[src/rtl/mac_rx_byte_unpacker.sv]
// mac_rx_byte_unpacker: reads 32-bit MAC receive words and re-emits each frame as a byte stream
module mac_rx_byte_unpacker (
  input  logic        Clk_user,
  input  logic        Reset,
  input  logic        Rx_mac_ra,
  output logic        Rx_mac_rd,
  input  logic [31:0] Rx_mac_data,
  input  logic [1:0]  Rx_mac_BE,
  input  logic        Rx_mac_pa,
  input  logic        Rx_mac_sop,
  input  logic        Rx_mac_eop,
  output logic [7:0]  Rx_byte_data,
  output logic        Rx_byte_valid,
  input  logic        Rx_byte_ready,
  output logic        Rx_byte_sop,
  output logic        Rx_byte_eop,
  output logic        Rx_byte_abort,
  output logic [15:0] Rx_frame_len,
  output logic        Rx_frame_len_valid,
  output logic [15:0] Rx_err_cnt
);
  localparam logic [1:0] WAIT_SOP = 2'd0, IN_FRAME = 2'd1, DISCARD = 2'd2;
  logic [1:0]  state_q, state_d;
  logic [1:0]  occ_q, occ_d;
  logic        infl_q;
  logic        wr_q, wr_d, rd_q, rd_d;
  logic [1:0]  idx_q, idx_d;
  logic [31:0] dat_q [2];
  logic [31:0] dat_d [2];
  logic [1:0]  nbm1_q [2];
  logic [1:0]  nbm1_d [2];
  logic [1:0]  sop_q, sop_d, eop_q, eop_d, abt_q, abt_d;
  logic [15:0] len_q, len_d, len_nxt, flen_q, flen_d, err_q, err_d;
  logic        flv_q, flv_d;
  logic        accept, push, push_abt, err_inc, fire, pop, head_v;
  assign Rx_mac_rd = Rx_mac_ra & ~Reset & (({1'b0, occ_q} + {2'b00, infl_q}) <= 3'd1);
  assign accept = Rx_mac_pa & infl_q;
  assign head_v = occ_q != 2'd0;
  assign Rx_byte_abort = head_v & abt_q[rd_q];
  assign Rx_byte_valid = head_v & ~abt_q[rd_q];
  assign Rx_byte_data = dat_q[rd_q][{~idx_q, 3'b000} +: 8];
  assign Rx_byte_sop = Rx_byte_valid & sop_q[rd_q] & (idx_q == 2'd0);
  assign Rx_byte_eop = Rx_byte_valid & eop_q[rd_q] & (idx_q == nbm1_q[rd_q]);
  assign fire = Rx_byte_valid & Rx_byte_ready;
  assign pop = fire & (idx_q == nbm1_q[rd_q]);
  assign Rx_frame_len = flen_q;
  assign Rx_frame_len_valid = flv_q;
  assign Rx_err_cnt = err_q;
  // A sop inside an open frame starts the new frame and tags it so the old one is aborted downstream
  always_comb begin
    state_d = state_q;
    push = 1'b0;
    push_abt = 1'b0;
    err_inc = 1'b0;
    if (accept) begin
      if (Rx_mac_sop) begin
        push = 1'b1;
        push_abt = state_q == IN_FRAME;
        err_inc = state_q == IN_FRAME;
        state_d = Rx_mac_eop ? WAIT_SOP : IN_FRAME;
      end else if (state_q == IN_FRAME) begin
        push = 1'b1;
        state_d = Rx_mac_eop ? WAIT_SOP : IN_FRAME;
      end else begin
        err_inc = state_q == WAIT_SOP;
        state_d = (state_q == DISCARD && Rx_mac_eop) ? WAIT_SOP : DISCARD;
      end
    end
  end
  // BE-1 in two bits maps 00 to 3, giving nbytes-1 directly
  always_comb begin
    dat_d = dat_q;
    nbm1_d = nbm1_q;
    sop_d = sop_q;
    eop_d = eop_q;
    abt_d = abt_q;
    if (push) begin
      dat_d[wr_q] = Rx_mac_data;
      nbm1_d[wr_q] = Rx_mac_eop ? Rx_mac_BE - 2'd1 : 2'd3;
      sop_d[wr_q] = Rx_mac_sop;
      eop_d[wr_q] = Rx_mac_eop;
      abt_d[wr_q] = push_abt;
    end
    if (Rx_byte_abort) abt_d[rd_q] = 1'b0;
    wr_d = wr_q ^ push;
    rd_d = rd_q ^ pop;
    occ_d = occ_q + {1'b0, push} - {1'b0, pop};
    idx_d = pop ? 2'd0 : fire ? idx_q + 2'd1 : idx_q;
    len_nxt = Rx_byte_sop ? 16'd1 : (&len_q ? len_q : len_q + 16'd1);
    len_d = Rx_byte_abort ? 16'd0 : fire ? len_nxt : len_q;
    flv_d = fire & Rx_byte_eop;
    flen_d = flv_d ? len_nxt : flen_q;
    err_d = (err_inc & ~&err_q) ? err_q + 16'd1 : err_q;
  end
  always_ff @(posedge Clk_user) begin
    if (Reset) begin
      state_q <= WAIT_SOP;
      occ_q <= 2'd0;
      infl_q <= 1'b0;
      wr_q <= 1'b0;
      rd_q <= 1'b0;
      idx_q <= 2'd0;
      dat_q <= '{default: '0};
      nbm1_q <= '{default: '0};
      sop_q <= 2'd0;
      eop_q <= 2'd0;
      abt_q <= 2'd0;
      len_q <= 16'd0;
      flen_q <= 16'd0;
      flv_q <= 1'b0;
      err_q <= 16'd0;
    end else begin
      state_q <= state_d;
      occ_q <= occ_d;
      infl_q <= Rx_mac_rd;
      wr_q <= wr_d;
      rd_q <= rd_d;
      idx_q <= idx_d;
      dat_q <= dat_d;
      nbm1_q <= nbm1_d;
      sop_q <= sop_d;
      eop_q <= eop_d;
      abt_q <= abt_d;
      len_q <= len_d;
      flen_q <= flen_d;
      flv_q <= flv_d;
      err_q <= err_d;
    end
  end
endmodule
[config.mk]
export PLATFORM = sky130hd
export DESIGN_NAME = mac_rx_byte_unpacker
export DESIGN_NICKNAME = d
export VERILOG_FILES = /design/src/rtl/mac_rx_byte_unpacker.sv
export SDC_FILE = /design/constraint.sdc
export NUM_CORES = 1
export LEC_CHECK = 0
export ABC_AREA = 0
export CAP_MARGIN = 5
export CORE_MARGIN = 4
export CORE_UTILIZATION = 45
export CTS_BUF_LIST = sky130_fd_sc_hd__clkbuf_8 sky130_fd_sc_hd__clkbuf_16
export CTS_CLUSTER_DIAMETER = 50
export DETAILED_ROUTE_END_ITERATION = 10
export PLACE_DENSITY = 0.68
export SYNTH_ARGS = -nofsm -noshare
export SYNTH_HDL_FRONTEND = slang
export SYNTH_SLANG_ARGS = --single-unit
[constraint.sdc]
create_clock -name Clk_user -period 4.8 [get_ports Clk_user]
set_input_delay 0.96 -clock Clk_user [delete_from_list [all_inputs] [get_ports Clk_user]]
set_output_delay 0.96 -clock Clk_user [all_outputs]
set_load 0.03 [all_outputs]
# Yosys cells after proc, flatten, opt, wreduce, memory -nomap -nowiden
# Index checks and enable logic that the tools add are counted.
# word_totals
inputBits,41
out_inout_bits,46
ff_bits,132
elab_cells,112
# classes
n_shift,1
n_bitwise,22
n_lt_le_gt_ge,8
n_mux,42
eq_ne,3
reduce_logical,12
addsub,7
# op_table
op,count
$mux W32,4
$bwmux W64,1
$add A16 B1 Y16 const B,2
$demux W32 S1,1
$mux W16,2
$reduce_and A16 Y1,2
$shiftx A32 B6 Y8,1
$mux W2,10
$mux W1,17
$and A1 B1 Y1,13
$bwmux W2,3
$bwmux W4,1
$ge A2 B2 Y1 const B,2
$logic_and A1 B1 Y1,4
$logic_not A2 Y1,2
$lt A1 B2 Y1 const B,2
$not A1 Y2,2
$not A2 Y2,2
$reduce_or A2 Y1,2
$add A2 B1 Y3,1
$le A3 B1 Y1 const B,1
$add A2 B1 Y2,1
$add A2 B1 Y2 const B,1
$and A2 B2 Y2,1
other kinds (13),17

# Depth between registers and ports, before layout
# depth
ltp_word,8
mapped_depth,11

# Least setup slack after synthesis
# No wires, ideal clock.
# synth_path
path_kind,input-to-output
from,in Reset
to,out Rx_mac_rd
setup_slack_ns,1.872
cell_stages,5
arrival_ns,1.968
path_buffers,2
path_cell_list,clkbuf_1 -> clkbuf_1 -> nor2_1 -> nand2_1 -> a21oi_1
# synth_via
elab_chain_len,3
# synth_lines
element,line_no,text
"start, declared",4,"input logic Reset,"
$not A1 Y1,36,"assign Rx_mac_rd = Rx_mac_ra & ~Reset & (({1'b0, occ_q} + {2'b00, infl_q}) <= 3'd1);"
$and A1 B1 Y1 (2 in series),36,
"end, declared",6,"output logic Rx_mac_rd,"
# No other way between the ends.

# Worst setup path in the final report
# layout_path
from,reg rd_q
to,out Rx_byte_sop
# layout_via
elab_chain_len,6
# layout_lines
element,line_no,text
"start, declared",26,"logic wr_q, wr_d, rd_q, rd_d;"
"start signal, assigned",117,rd_q <= rd_d;
$mux W1 (implied by the code) (2 in series),40,assign Rx_byte_valid = head_v & ~abt_q[rd_q];
$not A1 Y1,40,
$and A1 B1 Y1,40,
$and A1 B1 Y1 (*) (2 in series),42,assign Rx_byte_sop = Rx_byte_valid & sop_q[rd_q] & (idx_q == 2'd0);
"end, declared",15,"output logic Rx_byte_sop,"
# Mark *: on every way between the ends. The rest lies on a longest branch, timed or not. The select of a mux whose other input is x is not followed.

==> impl_metrics.tcl <==
set metrics [dict create \
    synth_fp_nets 705 \
    r2r_end "occ_q[1]" \
    core_area_sq_um 13300 \
    rows 42 \
    die_width_um 125 \
    clock-root-buffer "clkbuf_16" \
    grt_setup_unrepaired "no" \
    syn_area_per_cell_sq_um 9.31 \
    final_layout_size_suffix_gt1_share_pct 9.43 \
    synth-async-reset-ratio_pct 0 \
    synth_area_leaders "dfxtp_1, mux2i_1, nor2_1" \
    area_delta_synth_final_pct 26.0 \
    final_cells 918 \
    hp-start "Rx_frame_len[7]" \
    place_inst 886 \
    endpoint_kind "output pin" \
    dr.first_iter.drc_count 251 \
    synth-seq-cells 132 \
    critPathLaunchType "flop" \
    yosys.area.top_type "dfxtp_1" \
    setup_viol_count_final 0 \
    grt_max_degree 83 \
    drc 0 \
    postCtsHoldBufs 0 \
    synth_area_sq_um 6120 \
    dp_hpwl_mm 10.9 \
    track_usage_pct 19.9 \
    dieArea_sq_um 15500 \
    fin_crit_ns 3.75 \
    wl_mm 15.4 \
    r2r_slack_ns 2.13 \
    hold_viol 0 \
    cts_resized 0 \
    seq_area_frac_synth_pct 43.2 \
    post_drt_wl_per_cell_um 16.8 \
    leakage_uw 0.00259 \
    slew_headroom_pct 45.6 \
    synthCells 657 \
    via_count 5033 \
    nFillCells 1184 \
    final_net_count 777 \
    io_pins 87 \
    fin_crit_sh_pct 78.1 \
    yosysWarnings 0 \
    antenna_found_initial 0 \
    power_density_nw_per_um2 400 \
    start_util_pct 46.0 \
    placed_cell_area_sq_um 7070 \
    status "finished clean" \
    arrival_ns 2.79 \
    peakVddDrop_v 0.000284 \
    rr_worst_depth 9 \
    slew_violations 0 \
    post_cts_buffers 0 \
    antenna_cells 0 \
    drv_cap 0 \
    fmax_ghz 0.267 \
    max_slew.worst_pin.slew_ns 0.816 \
    ant_nets 0 \
    ys.flop_type "dfxtp_1" \
    drt_pass1_iterations 5 \
    min_delay_path_depth 2 \
    final_area_sq_um 7710 \
    power_uw 3080 \
    grt_overflow_total 0 \
    synth_edf_count 0 \
    crit_type "reg -> out" \
    yosysUniqueCellTypes 50 \
    port_buffers 86 \
    reg2reg_from "rd_q" \
    hold_end "Rx_frame_len[7]" \
    grt_first_pass_wirelength_mm 25.2 \
    yosysTopAreaCellShare_pct 43.2 \
    cts_max_level 4 \
    routabilityCongestion 0.855 \
    fin_tns_setup_ns 0 \
    skew_ns 0.00975 \
    grt_pass1_vias 5006 \
    worst_skew_pair.late_latency_ns 0.42 \
    hp-class "reg -> reg" \
    critPathRequiredTime_ns 3.84 \
    clock_tree.buffer_depth 2 \
    cts.sinks 132 \
    cts_tree "built" \
    clkTransAtPathRegs_ns 0.06 \
    dieHeight_um 125 \
    via_per_inst 5.48 \
    critPathMaxFanout 6 \
    cts_buffers 17 \
]
==> power by group <==
part	total [uW]	switching, uW	internal, uW
Combinational	534	310	224
Sequential	1190	49.5	1140
Clock	1360	467	895
Total	3080	826	2260
==> per-stage QoR <==
| step | utilization (%) | hold slack (ns) | setup slack [ns] |
|---|---|---|---|
| detailed placement | 53.2 | 0.451 | 1.26 |
| floorplan | - | 0.445 | 1.87 |
| finish | 58.0 | 0.455 | 1.05 |
| global placement | 53.2 | 0.447 | 1.44 |
| CTS | 58.0 | 0.458 | 1.01 |
| global route | 58.0 | 0.477 | 0.921 |
==> how the worst max path moves through the flow <==
stage	end	startpoint	slack, ns
after floorplan	Rx_mac_rd	Reset	1.87
after global placement	dat_q[48]	Rx_mac_pa	1.44
after detailed placement	dat_q[54]	Rx_mac_pa	1.26
after CTS	Rx_byte_sop	rd_q	1.01
after global routing	Rx_byte_eop	rd_q	0.92
final	Rx_byte_sop	rd_q	1.05
==> cell families (layout without fill, tap and decap cells) <==
logic type | Yosys count | count (layout) | synth area share (%)
adder cells (fa/ha/maj) | 7 | 7 | 1.43
flip-flops | 132 | 132 | 43.2
XOR/XNOR | 30 | 30 | 4.30
buffers and inverters | 50 | 135 | 3.64
AO/OA/AOI/OAI | 77 | 77 | 7.55
AND/OR/NAND/NOR | 269 | 269 | 21.3
multiplexers | 92 | 92 | 18.6
==> state kept, by name, summed over array words and instances (netlist names), 2 cells and up <==
name          cells
eop_q             2
abt_q             2
dat_q            64
sop_q             2
idx_q             2
len_q            16
Rx_err_cnt       16
nbm1_q            4
Rx_frame_len     16
state_q           2
occ_q             2
==> cell usage in the layout (no fill, tap or decap), drive strengths merged, types with 2 or more instances in the layout <==
cell type / count
a211oi: 7
a21oi: 28
a311oi: 5
a31oi: 4
a41oi: 2
and2: 5
and3: 5
and4: 11
and4bb: 2
buf: 10
bufinv: 3
clkbuf: 23
clkdlybuf4s50: 85
clkinv: 3
clkinvlp: 2
dfxtp: 132
ha: 7
inv: 9
mux2: 3
mux2i: 73
mux4: 16
nand2: 59
nand3: 18
nand3b: 7
nand4: 14
nor2: 112
nor2b: 4
nor3: 10
nor3b: 4
nor4: 3
o21ai: 23
or3: 6
or4: 6
xnor2: 20
xor2: 10
==> cells in the mapped netlist (2+ instances only) <==
cell      count
dfxtp_1     132
nor2_1      110
mux2i_1      72
nand2_1      59
a21oi_1      28
clkbuf_1     21
xnor2_1      20
nand3_1      18
mux4_2       16
o21ai_0      15
nand4_1      14
and4_1       11
buf_2        10
nor3_1       10
xor2_1       10
inv_1         8
o21ai_1       8
a211oi_1      7
buf_1         7
ha_1          7
nand3b_1      7
or3_1         6
a311oi_1      5
and2_1        5
and3_1        5
or4_1         5
a31oi_1       4
nor2b_1       4
nor3b_1       4
nor4_1        3
a41oi_1       2
and4bb_2      2
buf_4         2
buf_6         2
mux2_2        2
nor2_2        2
==> cell type report <==
type / count / area (sq um) / share of cell area (%)
sequential: 132 / 2640 / 34.3
timing repair buffer: 95 / 926 / 12.0
multi-input combinational: 475 / 3260 / 42.2
clock inverter: 9 / 124 / 1.61
inverter: 8 / 30.0 / 0.390
clock buffer: 23 / 508 / 6.59
tap: 176 / 220 / 2.86
==> routing by layer <==
layer,part of all wire [%],global-route usage [%]
met2,49,32.6
met1,45,25.3
met5,0,0
met4,1.5,7.87
met3,4.8,4.76
==> critical path: stages, from the launching register on <==
cell	delay, ns
dfxtp_1	0.52
mux2_2	0.38
nor2_1	0.29
nand2_1	0.25
inv_1	0.22
clkdlybuf4s50_1	0.71
(Power assumes the default switching activity.)
==> edit 1, RTL diff (config.mk and constraints unchanged) <==
Reset style: asynchronous (`Reset`), changed in one clocked block.
--- a/src/rtl/mac_rx_byte_unpacker.sv
+++ b/src/rtl/mac_rx_byte_unpacker.sv
@@ -93,5 +93,5 @@
     err_d = (err_inc & ~&err_q) ? err_q + 16'd1 : err_q;
   end
-  always_ff @(posedge Clk_user) begin
+  always_ff @(posedge Clk_user or posedge Reset) begin
     if (Reset) begin
       state_q <= WAIT_SOP;
Behaviour: differs if Reset is asserted again (counterexample within 4 cycles, from zero or initial values and one cycle with Reset high); with Reset held inactive, the same outputs for 4 cycles.
==> edit 1 against the unedited design <==
  * Worst setup slack worse by 0.42 ns
  * Design area up 3.9%
  * Wire length down 9.1%
  * Synthesized cell count down 17%
  * Count of clock-buffer cells in the layout down 2
  * Area after synthesis up 3.7%
  * Sequential share of layout area up 6.9 points
  * Sequential cell count unchanged
Power is not compared: it rests on default switching activity, and its combinational part moved more than twofold at a synthesized area within 25%.
==> edit 1: results (changes against the unedited design) <==
| Metric | Value |
|---|---|
| Ranking of synthesized cells by area | dfrtp_1 52%, mux2_2 12%, mux4_2 5.7%, nand2_1 3.7%, xnor2_1 2.9% (was dfxtp_1 43%, mux2i_1 12%, nor2_1 6.8%, mux4_2 5.9%, nand2_1 3.6%) |
| # nets final | 669 (was 777) |
| Inverters | 14 (was 8) |
| Final Wtd Congestion | 0.811 (was 0.855) |
| Status | completed (unchanged) |
| Met2 routed WL | 6.64 mm (was 7.55 mm) |
| Clock buf/inv share | 0.0845 (was 0.0820) |
| Mapped Cells | 544 (was 657) |
| Placed Cells | 783 (was 886) |
| WP data arrival | 3.21 ns (was 2.79 ns) |
| Compound-gate portion of the synthesized area | 0.0785 (was 0.0755) |
| Grt met2 use | 0.285 (was 0.326) |
| First-pass GRT wire length | 23.1 mm (was 25.2 mm) |
| Sequential cell area share | 0.412 (was 0.343) |
| Max_slew headroom | 0.215 (was 0.456) |
| Synth top cells by count | 132 x dfrtp_1, 70 x mux2_2, 63 x nand2_1, 32 x nor2_1, 23 x o21ai_0 (was 132 x dfxtp_1, 110 x nor2_1, 72 x mux2i_1, 59 x nand2_1, 28 x a21oi_1) |
| Nonclk buf count | 90 (was 95) |
| Multi-input combinational gate total | 367 (was 475) |
| CTS max path bufs | 2 (unchanged) |
| Final worst path period share | 0.869 (was 0.781) |
| Multi-input combinational area share | 0.355 (was 0.422) |
| FFs w/ async S/R, synth | 1.00 (was 0) |
| Drt pass-1 iters | 4 (was 5) |
| Placed inst area | 7330 um2 (was 7070 um2) |
| Total GRT Usage | 0.182 (was 0.199) |
| Non-Filler Instances | 815 (was 918) |
| Clkbuf count | 21 (was 23) |
| CP max stage cell | dfrtp_1 (was clkdlybuf4s50_1) |
| Setup WS pre-CTS | 1.04 ns (was 1.26 ns) |
| Register area share after synthesis | 0.521 (was 0.432) |
| Met1 Routed Length | 6.36 mm (was 6.86 mm) |
| Synth Area in Adders | 0.0118 (was 0.0143) |
| Initial detailed-routing violation count | 459 (was 251) |
| Met1 GRT Util | 0.244 (was 0.253) |
| Routed len/inst | 17.2 um (was 16.8 um) |
| Crit Path Max Fanout | 14 (was 6) |
| Syn_nets | 591 (was 705) |
| Hold slack | 0.473 ns (was 0.455 ns) |
| CP peak stage delay | 0.86 ns (was 0.71 ns) |
| Library cells used by synthesis | 52 (was 50) |
| # resized after CTS | 0 (unchanged) |
| Detail Route met3 WL | 744 um (was 734 um) |
| Filler cells | 1117 (was 1184) |
| Largest net degree at the start of global routing | 80 (was 83) |
| Met3 Use GR | 0.0535 (was 0.0476) |
| Dpl hpwl | 9.62 mm (was 10.9 mm) |
| Mux contribution to synthesized area | 0.199 (was 0.186) |
| Worst path top cell family by delay | flip-flops (was buffers and inverters) |
| Final Skew | 0.00839 ns (was 0.00975 ns) |
| Post-Syn Area | 6340 um2 (was 6120 um2) |
| Post-CTS Setup Inserts | 0 (unchanged) |
| Total power draw | ~5 mW |
| Reg2reg setup slack | 1.64 ns (was 2.13 ns) |
==> edit 1: changes by cell type after synthesis, moves of 7 or more <==
| cell | before | now |
|---|---|---|
| mux2_2 | 2 | 70 |
| nor2_1 | 110 | 32 |
| dfrtp_1 | 0 | 132 |
| a21oi_1 | 28 | 15 |
| nand3b_1 | 7 | 0 |
| o21ai_0 | 15 | 23 |
| mux2i_1 | 72 | 9 |
| dfxtp_1 | 132 | 0 |
==> edit 1: final timing paths <==
check,from,to,cells after the start
setup / recovery,rd_q$_DFF_PP0_,Rx_byte_sop,4
hold / removal,Rx_frame_len[11]$_DFFE_PP0P_,Rx_frame_len[11]$_DFFE_PP0P_,2
setup reg to reg,rd_q$_DFF_PP0_,Rx_frame_len[14]$_DFFE_PP0P_,5
hold reg to reg,Rx_frame_len[11]$_DFFE_PP0P_,Rx_frame_len[11]$_DFFE_PP0P_,2
max in group asynchronous,Reset,dat_q[6]$_DFFE_PP0P_,3
min in group asynchronous,Reset,Rx_err_cnt[2]$_DFFE_PP0P_,2
==> edit 2, RTL diff (same flow settings) <==
Without the edit above. Put one more register stage on the output `Rx_err_cnt`. The value now appears one clock later. The other outputs are not delayed to match.
--- a/src/rtl/mac_rx_byte_unpacker.sv
+++ b/src/rtl/mac_rx_byte_unpacker.sv
@@ -46,5 +46,7 @@
   assign Rx_frame_len = flen_q;
   assign Rx_frame_len_valid = flv_q;
-  assign Rx_err_cnt = err_q;
+  always_ff @(posedge Clk_user) begin
+    Rx_err_cnt <= err_q;
+  end
   // A sop inside an open frame starts the new frame and tags it so the old one is aborted downstream
   always_comb begin
Formal check against the unedited RTL: not equivalent (Yosys sat finds a counterexample within 4 cycles, from zero or initial values and one cycle with Reset high).
==> edit 2 against the unedited design <==
  * Sequential cell count up 16
  * Design area up 5.1%
  * Worst setup slack worse by 0.018 ns
  * Register-to-register slack worse by 0.13 ns
  * Total power up 1.0%
  * Via count up 3.1%
  * Die area up 6.4%
  * Area after synthesis up 6.8%
  * Wire length down 0.83%
  * Count of clock-buffer cells in the layout down 5
  * Global-route usage down 1.0 points
  * Non-clock buffer count down 2
  * Critical path type unchanged
  * Largest power group unchanged
==> edit 2: results (changes against the unedited design) <==
| Metric | Value |
|---|---|
| WL final | 15.3 mm (was 15.4 mm) |
| Vias in the first global route | 5150 (was 5006) |
| Filler cells | 1208 (was 1184) |
| Placed Cells | 915 (was 886) |
| # nets final | 802 (was 777) |
| Syn_nets | 735 (was 705) |
| Worst-margin pin slew | 1.21 ns (was 0.816 ns) |
| Switching power | 0.757 mW (was 0.826 mW) |
| Status | completed (unchanged) |
| CP peak stage delay | 0.68 ns (was 0.71 ns) |
| Initial antenna violation count | 0 (unchanged) |
| Via density | 5.49 (was 5.48) |
| Library cells used by synthesis | 58 (was 50) |
| Met2 routed WL | 7.25 mm (was 7.55 mm) |
| WP data arrival | 2.81 ns (was 2.79 ns) |
| Ranking of synthesized cells by area | dfxtp_1 45%, mux2i_1 11%, nor2_1 6.5%, mux4_2 5.5%, nand2_1 3.4% (was dfxtp_1 43%, mux2i_1 12%, nor2_1 6.8%, mux4_2 5.9%, nand2_1 3.6%) |
| First-pass GRT wire length | 25.0 mm (was 25.2 mm) |
| Synth top cells by count | 148 x dfxtp_1, 113 x nor2_1, 73 x mux2i_1, 59 x nand2_1, 27 x a21oi_1 (was 132 x dfxtp_1, 110 x nor2_1, 72 x mux2i_1, 59 x nand2_1, 28 x a21oi_1) |
| Crit Path Max Fanout | 16 (was 6) |
| Total GRT Usage | 0.189 (was 0.199) |
| Dpl hpwl | 10.7 mm (was 10.9 mm) |
| Initial detailed-routing violation count | 398 (was 251) |
| Drt pass-1 iters | 7 (was 5) |
| Peak VDD IR | 0.000269 V (was 0.000284 V) |
| Routed len/inst | 16.1 um (was 16.8 um) |
| Register area share after synthesis | 0.454 (was 0.432) |
| Fraction of layout cells with a size suffix above 1 | 0.0941 (was 0.0943) |
| Leak | 2.83 nW (was 2.59 nW) |
edit 2: changes by cell type in the layout (fill, tap and decap cells not counted), moves of 4 or more:
| cell | delta |
|---|---|
| o21ai_1 | -8 |
| and3_1 | +5 |
| and4_1 | -5 |
| clkbuf_8 | -5 |
| xor2_1 | +8 |
| nand3b_1 | +5 |
| dfxtp_1 | +16 |
| o211ai_1 | +4 |
| xnor2_1 | -13 |
edit 2: logic make-up after synthesis:
family                   count (synthesis)  share of synthesized area
flip-flops                             148                      0.454
XOR/XNOR                                25                     0.0335
adder cells (fa/ha/maj)                  7                     0.0134
buffers and inverters                   54                     0.0354
AO/OA/AOI/OAI                           79                     0.0780
multiplexers                            93                      0.176
AND/OR/NAND/NOR                        281                      0.210
edit 2: layout make-up:
class                           instances  area (um2)  share of cell area
Clock inverter                         12         189              0.0233
Clock buffer                           18         439              0.0542
Sequential cell                       148        2960               0.366
Multi-Input combinational cell        485        3340               0.412
Tap cell                              180         225              0.0278
Timing Repair Buffer                   93         911               0.112
Inverter                                9        33.8             0.00417
edit 2: final timing paths:
check / to / slack, ns / cells after the start / startpoint
setup reg to reg: occ_q[1]$_SDFF_PP0_ / 2.00 / 9 / rd_q$_SDFF_PP0_
hold reg to reg: Rx_err_cnt[9]$_DFF_P_ / 0.38 / 0 / err_q[9]$_SDFFE_PP0P_
hold / removal: Rx_err_cnt[9]$_DFF_P_ / 0.38 / 0 / err_q[9]$_SDFFE_PP0P_
setup / recovery: Rx_byte_sop / 1.03 / 5 / rd_q$_SDFF_PP0_
edit 2: per-layer routing:
| layer | vias up | GRT usage |
|---|---|---|
| met5 | - | 0 |
| met4 | 0 | 0.0780 |
| met3 | 30 | 0.0506 |
| met2 | 140 | 0.310 |
| met1 | 2475 | 0.235 |
| li1 | 2546 | - |
edit 2: through the flow:
step	setup WS (ns)	instance area, um2	util
finish	1.03	8100	0.577
global route	0.812	8100	0.577
CTS	0.997	8100	0.577
detailed placement	1.32	7470	0.532
global placement	1.40	7470	0.532
floorplan	1.89	6530	-
edit 2: power groups by stage:
stage               Combinational, mW  Clock [mW]  Sequential, mW
floorplan                       0.277           0            1.31
global placement                0.384           0            1.33
detailed placement              0.391           0            1.34
CTS                             0.393        1.43            1.31
global route                    0.426        1.49            1.32
finish                          0.392        1.41            1.31
edit 2: worst register-to-register path, cell delays in order (launching register included):
cell and delay [ns]:
dfxtp_1 0.66, mux2i_4 0.38, and2_1 0.50, and3_1 0.29
ha_1 0.24, inv_1 0.06, ha_1 0.14, xor2_1 0.18
xnor2_1 0.13, nor2_1 0.05
